--- config.mk ---
export PLATFORM = sky130hd
export DESIGN_NAME = bitonic_frame_loader
export DESIGN_NICKNAME = d
export VERILOG_FILES = /design/src/rtl/bitonic_pkg.sv /design/src/rtl/frame_bank.sv /design/src/rtl/bitonic_frame_loader.sv
export SDC_FILE = /design/constraint.sdc
export NUM_CORES = 1
export LEC_CHECK = 0
export BUFFER_PORTS_ARGS = -buffer_cell sky130_fd_sc_hd__buf_2
export CAP_MARGIN = 20
export CORE_MARGIN = 2
export CORE_UTILIZATION = 55
export CTS_CLUSTER_DIAMETER = 50
export DETAILED_ROUTE_END_ITERATION = 8
export PLACE_DENSITY = 0.77
export SYNTH_ARGS = -nofsm -noshare
export SYNTH_HDL_FRONTEND = slang
export SYNTH_SLANG_ARGS = --single-unit
export TNS_END_PERCENT = 20
--- constraint.sdc ---
create_clock -name clk -period 2.41 [get_ports clk]
set_input_delay 0.1205 -clock clk [delete_from_list [all_inputs] [get_ports clk]]
set_output_delay 0.1205 -clock clk [all_outputs]
set_load 0.03 [all_outputs]
--- src/rtl/bitonic_pkg.sv ---
// Shared definitions for the bitonic sorter: key width, lane count, pad key.
package bitonic_pkg;

  localparam int unsigned KEY_WIDTH     = 32;
  localparam int unsigned DEFAULT_LANES = 8;

  // Maximum key; padded lanes sort to the end of an ascending sort.
  localparam logic [KEY_WIDTH-1:0] PAD_KEY = '1;

  typedef logic [KEY_WIDTH-1:0] key_t;
  typedef logic [$clog2(DEFAULT_LANES)-1:0] lane_idx_t;

  // Bits needed to address one lane of a frame (at least 1).
  function automatic int unsigned lane_idx_width(input int unsigned lanes);
    return (lanes > 1) ? $clog2(lanes) : 1;
  endfunction

endpackage

--- src/rtl/frame_bank.sv ---
// One frame buffer: LANES key registers plus a count and a valid flag.
module frame_bank
  import bitonic_pkg::*;
#(
  parameter int unsigned WIDTH = KEY_WIDTH,
  parameter int unsigned LANES = DEFAULT_LANES,
  parameter logic [WIDTH-1:0] PAD_VALUE = {WIDTH{1'b1}},
  localparam int unsigned IDX_W = lane_idx_width(LANES),
  localparam int unsigned CNT_W = $clog2(LANES + 1)
) (
  input  logic                   clk,
  input  logic                   rst,
  input  logic                   wr_en,
  input  logic [IDX_W-1:0]       wr_idx,
  input  logic [WIDTH-1:0]       wr_data,
  input  logic                   close,
  input  logic [CNT_W-1:0]       close_count,
  input  logic                   clear,
  output logic [LANES*WIDTH-1:0] frame,
  output logic [CNT_W-1:0]       count,
  output logic                   valid
);

  // Lane storage: reset/clear refill with pad, otherwise write the addressed lane.
  always_ff @(posedge clk) begin
    if (rst || clear) begin
      frame <= {LANES{PAD_VALUE}};
    end else if (wr_en) begin
      for (int unsigned k = 0; k < LANES; k++) begin
        if (wr_idx == IDX_W'(k)) frame[k*WIDTH +: WIDTH] <= wr_data;
      end
    end
  end

  // Frame status: close publishes the frame, clear releases the bank.
  always_ff @(posedge clk) begin
    if (rst || clear) begin
      count <= '0;
      valid <= 1'b0;
    end else if (close) begin
      count <= close_count;
      valid <= 1'b1;
    end
  end

endmodule

--- src/rtl/bitonic_frame_loader.sv ---
// Packs a serial key stream into padded LANES-wide frames, ping-pong buffered.
module bitonic_frame_loader
  import bitonic_pkg::*;
#(
  parameter int unsigned WIDTH = KEY_WIDTH,
  parameter int unsigned LANES = DEFAULT_LANES,
  parameter logic [WIDTH-1:0] PAD_VALUE = {WIDTH{1'b1}}
) (
  input  logic                         clk,
  input  logic                         rst,
  input  logic [WIDTH-1:0]             in_data,
  input  logic                         in_valid,
  input  logic                         in_last,
  output logic                         in_ready,
  output logic [LANES*WIDTH-1:0]       out_frame,
  output logic [$clog2(LANES+1)-1:0]   out_count,
  output logic                         out_valid,
  input  logic                         out_ready
);

  localparam int unsigned IDX_W = lane_idx_width(LANES);
  localparam int unsigned CNT_W = $clog2(LANES + 1);

  logic [IDX_W-1:0]       idx;
  logic                   wr_bank;
  logic                   rd_bank;
  logic [1:0]             bank_valid;
  logic [LANES*WIDTH-1:0] bank_frame [2];
  logic [CNT_W-1:0]       bank_count [2];
  logic                   accept;
  logic                   close;
  logic                   drain;
  logic [CNT_W-1:0]       close_count;

  // Handshake decode; every output is a mux of bank registers only.
  assign in_ready    = !bank_valid[wr_bank];
  assign out_valid   = bank_valid[rd_bank];
  assign out_frame   = bank_frame[rd_bank];
  assign out_count   = bank_count[rd_bank];
  assign accept      = in_valid && in_ready;
  assign close       = accept && ((idx == IDX_W'(LANES - 1)) || in_last);
  assign drain       = out_valid && out_ready;
  assign close_count = CNT_W'(idx) + CNT_W'(1);

  // Two banks; fill and drain always address different banks when both act.
  for (genvar b = 0; b < 2; b++) begin : g_bank
    frame_bank #(
      .WIDTH     (WIDTH),
      .LANES     (LANES),
      .PAD_VALUE (PAD_VALUE)
    ) u_bank (
      .clk         (clk),
      .rst         (rst),
      .wr_en       (accept && (wr_bank == 1'(b))),
      .wr_idx      (idx),
      .wr_data     (in_data),
      .close       (close && (wr_bank == 1'(b))),
      .close_count (close_count),
      .clear       (drain && (rd_bank == 1'(b))),
      .frame       (bank_frame[b]),
      .count       (bank_count[b]),
      .valid       (bank_valid[b])
    );
  end

  // Lane index and bank pointers.
  always_ff @(posedge clk) begin
    if (rst) begin
      idx     <= '0;
      wr_bank <= 1'b0;
      rd_bank <= 1'b0;
    end else begin
      if (accept) idx <= close ? '0 : idx + IDX_W'(1);
      if (close)  wr_bank <= !wr_bank;
      if (drain)  rd_bank <= !rd_bank;
    end
  end

endmodule

## Word-level counts from Yosys, hierarchy flattened

Index checks and enable logic that the tools add are counted.

| storage, ports and cells | value |
|---|---|
| bits of input ports | 37 |
| bits in registers | 527 |

| operators by class | value |
|---|---|
| equal/unequal tests | 7 |
| multiplexer cells | 11 |
| order comparisons | 3 |
| add/subtract/negate cells | 2 |
| reductions and logical operators | 32 |
| bitwise operators | 3 |

Operators with widths:

| operator | count |
|---|---|
| 2-to-1 mux 256 bit | 3 |
| AND reduction 2 bit | 16 |
| equality test 3 bit (second input constant) | 4 |
| 2-to-1 mux 4 bit | 3 |
| logical AND 1 bit | 9 |
| equality test 3 x 2 -> 1 bit (second input constant) | 2 |
| adder 3 x 1 -> 4 bit (second input constant) | 1 |
| < comparator 1 x 2 -> 1 bit (second input constant) | 2 |
| 2-to-1 mux 1 bit | 4 |
| adder 3 x 1 -> 3 bit (second input constant) | 1 |
| equality test 3 x 1 -> 1 bit (second input constant) | 1 |
| logical NOT 1 bit | 3 |
| logical NOT 3 bit | 1 |
| logical OR 1 bit | 3 |
| 2-to-1 mux 3 bit | 1 |
| greater-or-equal comparator 2 bit (second input constant) | 1 |
| inverter 1 bit | 2 |
| inverter 1 -> 2 bit | 1 |

## Logic depth before layout (Yosys ltp)

| depth | value |
|---|---|
| depth after elaboration | 6 |
| depth in mapped cells | 9 |
| depth with buffers taken out | 5 |

## Modules after synthesis

Synthesis repeated with hierarchy kept, for this count alone.

| second synthesis, totals | value |
|---|---|
| cells, all modules | 2,167 |
| area total of the unflattened synthesis | 23,218.5 um^2 |

By module, submodules not included:

| module | area an instance (um^2) | times used | cells an instance |
|---|---|---|---|
| frame_bank | 9,838.2 | 2 | 922 |
| bitonic_frame_loader | 3,542.1 | 1 | 323 |

## Least setup slack after synthesis

No wires, ideal clock.

| path | value |
|---|---|
| path type | reg2reg |
| from | register idx[2] |
| to | register idx[2] |
| period minus slack after synthesis | 1,900 ps |
| setup slack | 510 ps |
| cell stages (with the launch flop) | 7 |
| data required time | 2,340 ps |
| path buffers | 2 |
| library setup time | 70 ps |
| data arrival time | 1,830 ps |
| cells stage by stage | dfxtp_1 buf_2 clkbuf_1 inv_1 ha_1 or4_1 a21oi_1 |

| on the way | value |
|---|---|
| longest elaborated chain between the ends | 4 |

RTL lines:

| what | line | source |
|---|---|---|
| from (decl) | bitonic_frame_loader.sv:24 | `logic [IDX_W-1:0] idx;` |
| from (signal assigned) | bitonic_frame_loader.sv:73 | `if (accept) idx <= close ? '0 : idx + IDX_W'(1);` |
| branches (longest 3 deep; another with adder 3 x 1 -> 3 bit) | n/a |  |
| 2-to-1 mux 3 bit (*) | bitonic_frame_loader.sv:73 |  |

Mark *: on every way between the ends.
A chain may end at the register's enable or synchronous reset.

## Final worst setup path

| path | value |
|---|---|
| from | register rd_bank |
| to | output out_frame[166] |

| on the way | value |
|---|---|
| longest elaborated chain between the ends | 4 |

RTL lines:

| what | line | source |
|---|---|---|
| from (decl) | bitonic_frame_loader.sv:26 | `logic rd_bank;` |
| from (signal assigned) | bitonic_frame_loader.sv:75 | `if (drain) rd_bank <= !rd_bank;` |
| inverter 1 -> 2 bit (implied by the code) | bitonic_frame_loader.sv:38 | `assign out_frame = bank_frame[rd_bank];` |
| 2-to-1 mux 256 bit (implied by the code) (3 in series) | bitonic_frame_loader.sv:38 |  |
| to (decl) | bitonic_frame_loader.sv:15 | `output logic [LANES*WIDTH-1:0] out_frame,` |

No other way between the ends. The select of a mux whose other input is x is not followed.

==> metrics <==
status=completed; First-pass DRT Iterations=5; DR DRC count=0; Hold/Removal Path Class=in2reg; Synth Flop Type=dfxtp_1; CORE AREA=0.0395 mm2; Die Span Y=204 um; min Tclk post-route=2360 ps; global placement routability congestion=0.943; DR WL/cell=23.6 um; Final nets=2484; Final period util=98.1%; Max-Cap Viols=0; final setup violation count=0; Post-synth EDFFs=0; CTS Root Cell=clkbuf_16; Crit path arrival time=2240 ps; worst slew pin tran=732 ps; CTS tree=built; vias in the first global route=18405; Boundary Pins=299; Initial Utilization=55.5%; first-pass GRT wire length=108000 um; initial antenna violation count=1; Clk Latency, worst-skew pair=620 ps; switching pwr=4.82 mW; Congestion Overflow GR=0; total negative setup slack=0 ps; sequential share of power=45.4%; top-area cell type share of the netlist area=48.0%; hold violation count in the final report=0; Post-Syn Instances=2251; synth cell count leaders=dfxtp_1 (527), nand2_1 (352), mux2_2 (261), a221o_1 (202), nor2_1 (181); Max Clock Skew=30.7 ps; pin count of the biggest net entering global routing=131; pre-CTS setup slack=197 ps; f_max=0.423 GHz; Rows=73; Area contributors post-synth=dfxtp_1 (48%), mux2_2 (13%), a221o_1 (9.2%), a211o_1 (7.2%), nand2_1 (6.0%); HPWL after DPL=46200 um; Starting DRT DRC Count=1653; post-route ant nets=0; startpoint types=register; Gate power share=8.3%; crit-path cells=buf_16 -> mux2_2 -> buf_2; H-tree levels=2; Clock power frac=46.3%; ys async rst share=0%; Fin Hold WS=365 ps; Peak VDD IR=0.628 mV; slowest stage delay, CP=460 ps; pwr dens=756 mW/mm2; routed vias/inst=6.26; CTS Buf Count=56; warning count from the yosys run=0; total track usage=33.2%; register area share after synthesis=48.0%; area grow syn2layout=18.3%; Unique masters post-synth=40; Final Max Slew Viols=0; Synth area leader=dfxtp_1; Buffers & Inverters on Critical Path=2; Routed WL=71000 um; chip width=204 um; # fillers=3151; via count=18866; syn_nets=2294; clock buffer depth=3; cell area after synthesis=0.0220 mm2; Clock Sinks=527; Worst-path clk slew=60 ps; Top delay family on crit path=buffers and inverters; worst-case headroom to the max-slew limit=51.2%; endpoint class of the critical path=output pin; Final WS setup=46.9 ps; synthesized area per cell=9.76 um2; Switching Fraction=24.5%; Pint=14.8 mW; flops & latches, synth=527; unrepaired setup endpoints after global routing=no; share of post-route cells with drive strength above 1=29.2%; WS Path Type=reg2out; Worst EP required=2290 ps; PortBufs=298; most common cell in the synthesized netlist=dfxtp_1; crit path max fanout=118; critical path's slowest cell=buf_16; Static Leak=9.58 nW; die area=0.0416 mm2
[per-layer routing]
layer | routed length (um) | track usage [%] | up-vias
met2 | 34100 | 55.2 | 910
met3 | 5450 | 5.31 | 202
met1 | 27700 | 42.0 | 9257
met5 | 0 | 0 | -
met4 | 3630 | 16.7 | 0
li1 | - | - | 8497
[area by class of cell]
cell class / count / area [um2] / share of cell area (%)
Timing Repair Buffer: 390 / 2480 / 9.55
Tap cell: 525 / 657 / 2.53
Clock inverter: 25 / 329 / 1.27
Inverter: 7 / 26.3 / 0.101
Sequential cell: 527 / 10600 / 40.6
Antenna cell: 1 / 2.50 / 0.00963
Multi-Input combinational cell: 1459 / 10300 / 39.7
Clock buffer: 78 / 1630 / 6.26
[state kept, by name (all words and copies together) (netlist names)]
name	cells
g_bank.u_bank.frame	512
g_bank.u_bank.count	8
idx	3
g_bank.u_bank.valid	2
rd_bank	1
wr_bank	1
[cell usage in the layout (no fill, tap or decap), drive strengths merged, types with 3 or more instances in the layout]
| master | count |
|---|---|
| dfxtp | 527 |
| nand2 | 355 |
| buf | 353 |
| mux2 | 261 |
| a221o | 202 |
| nor2 | 181 |
| a211o | 180 |
| nand3 | 139 |
| clkbuf | 78 |
| and2 | 38 |
| and3 | 37 |
| dlygate4sd3 | 37 |
| clkinv | 13 |
| a21oi | 11 |
| o21ai | 8 |
| inv | 8 |
| bufinv | 7 |
| ha | 6 |
| a211oi | 4 |
| clkinvlp | 4 |
| and3b | 4 |
| and4b | 3 |
| o21a | 3 |
| or2 | 3 |
| nand4bb | 3 |
[worst paths after layout]
path / startpoint / end / slack (ps) / cells after the start
max: rd_bank / out_frame[166] / 50 / 3
min: out_ready / rd_bank / 360 / 4
max reg2reg: idx[0] / g_bank[1].u_bank.frame[73] / 160 / 7
min reg2reg: g_bank[0].u_bank.frame[32] / g_bank[0].u_bank.frame[32] / 460 / 1
[logic make-up (layout without fill, tap and decap cells)]
| group | count (synthesis) | in the layout | synth area share [%] |
|---|---|---|---|
| other cells | 0 | 1 | 0 |
| fa+ha+maj | 6 | 6 | 0.342 |
| buf+inv | 265 | 500 | 5.35 |
| simple gates | 780 | 780 | 15.7 |
| mux | 261 | 261 | 13.4 |
| compound gates | 412 | 412 | 17.2 |
| flops | 527 | 527 | 48.0 |
[stage by stage]
step                util, %  power (mW)  instance area [um2]  instances
floorplan                 -        10.2                22000       2251
global placement       59.8        10.6                23700       2871
detailed placement     59.8        10.7                23700       2871
CTS                    65.7        19.7                26000       3011
global route           65.7        20.1                26000       3012
finish                 65.7        19.6                26000       3012
[power by group through the flow]
stage / registers (mW) / clock network (mW) / logic (mW)
floorplan: 9.09 / 0 / 1.08
global placement: 9.11 / 0 / 1.54
detailed placement: 9.12 / 0 / 1.55
CTS: 8.92 / 9.16 / 1.61
global route: 8.93 / 9.51 / 1.70
finish: 8.93 / 9.09 / 1.63
[repair_timing]
item / CTS / global route
gates resized for setup: 0 / 1
endpoints found under the setup margin: 0 / 4
setup buffers: 0 / 0
endpoints found under the hold margin: 138 / 0
hold buffers: 37 / 0
[tightest hold or removal path, stage by stage]
cell and delay, ps:
dlygate4sd3_1 540, buf_2 120, a21oi_1 70, nor2_1 80
Power figures use the tool's default switching activity.
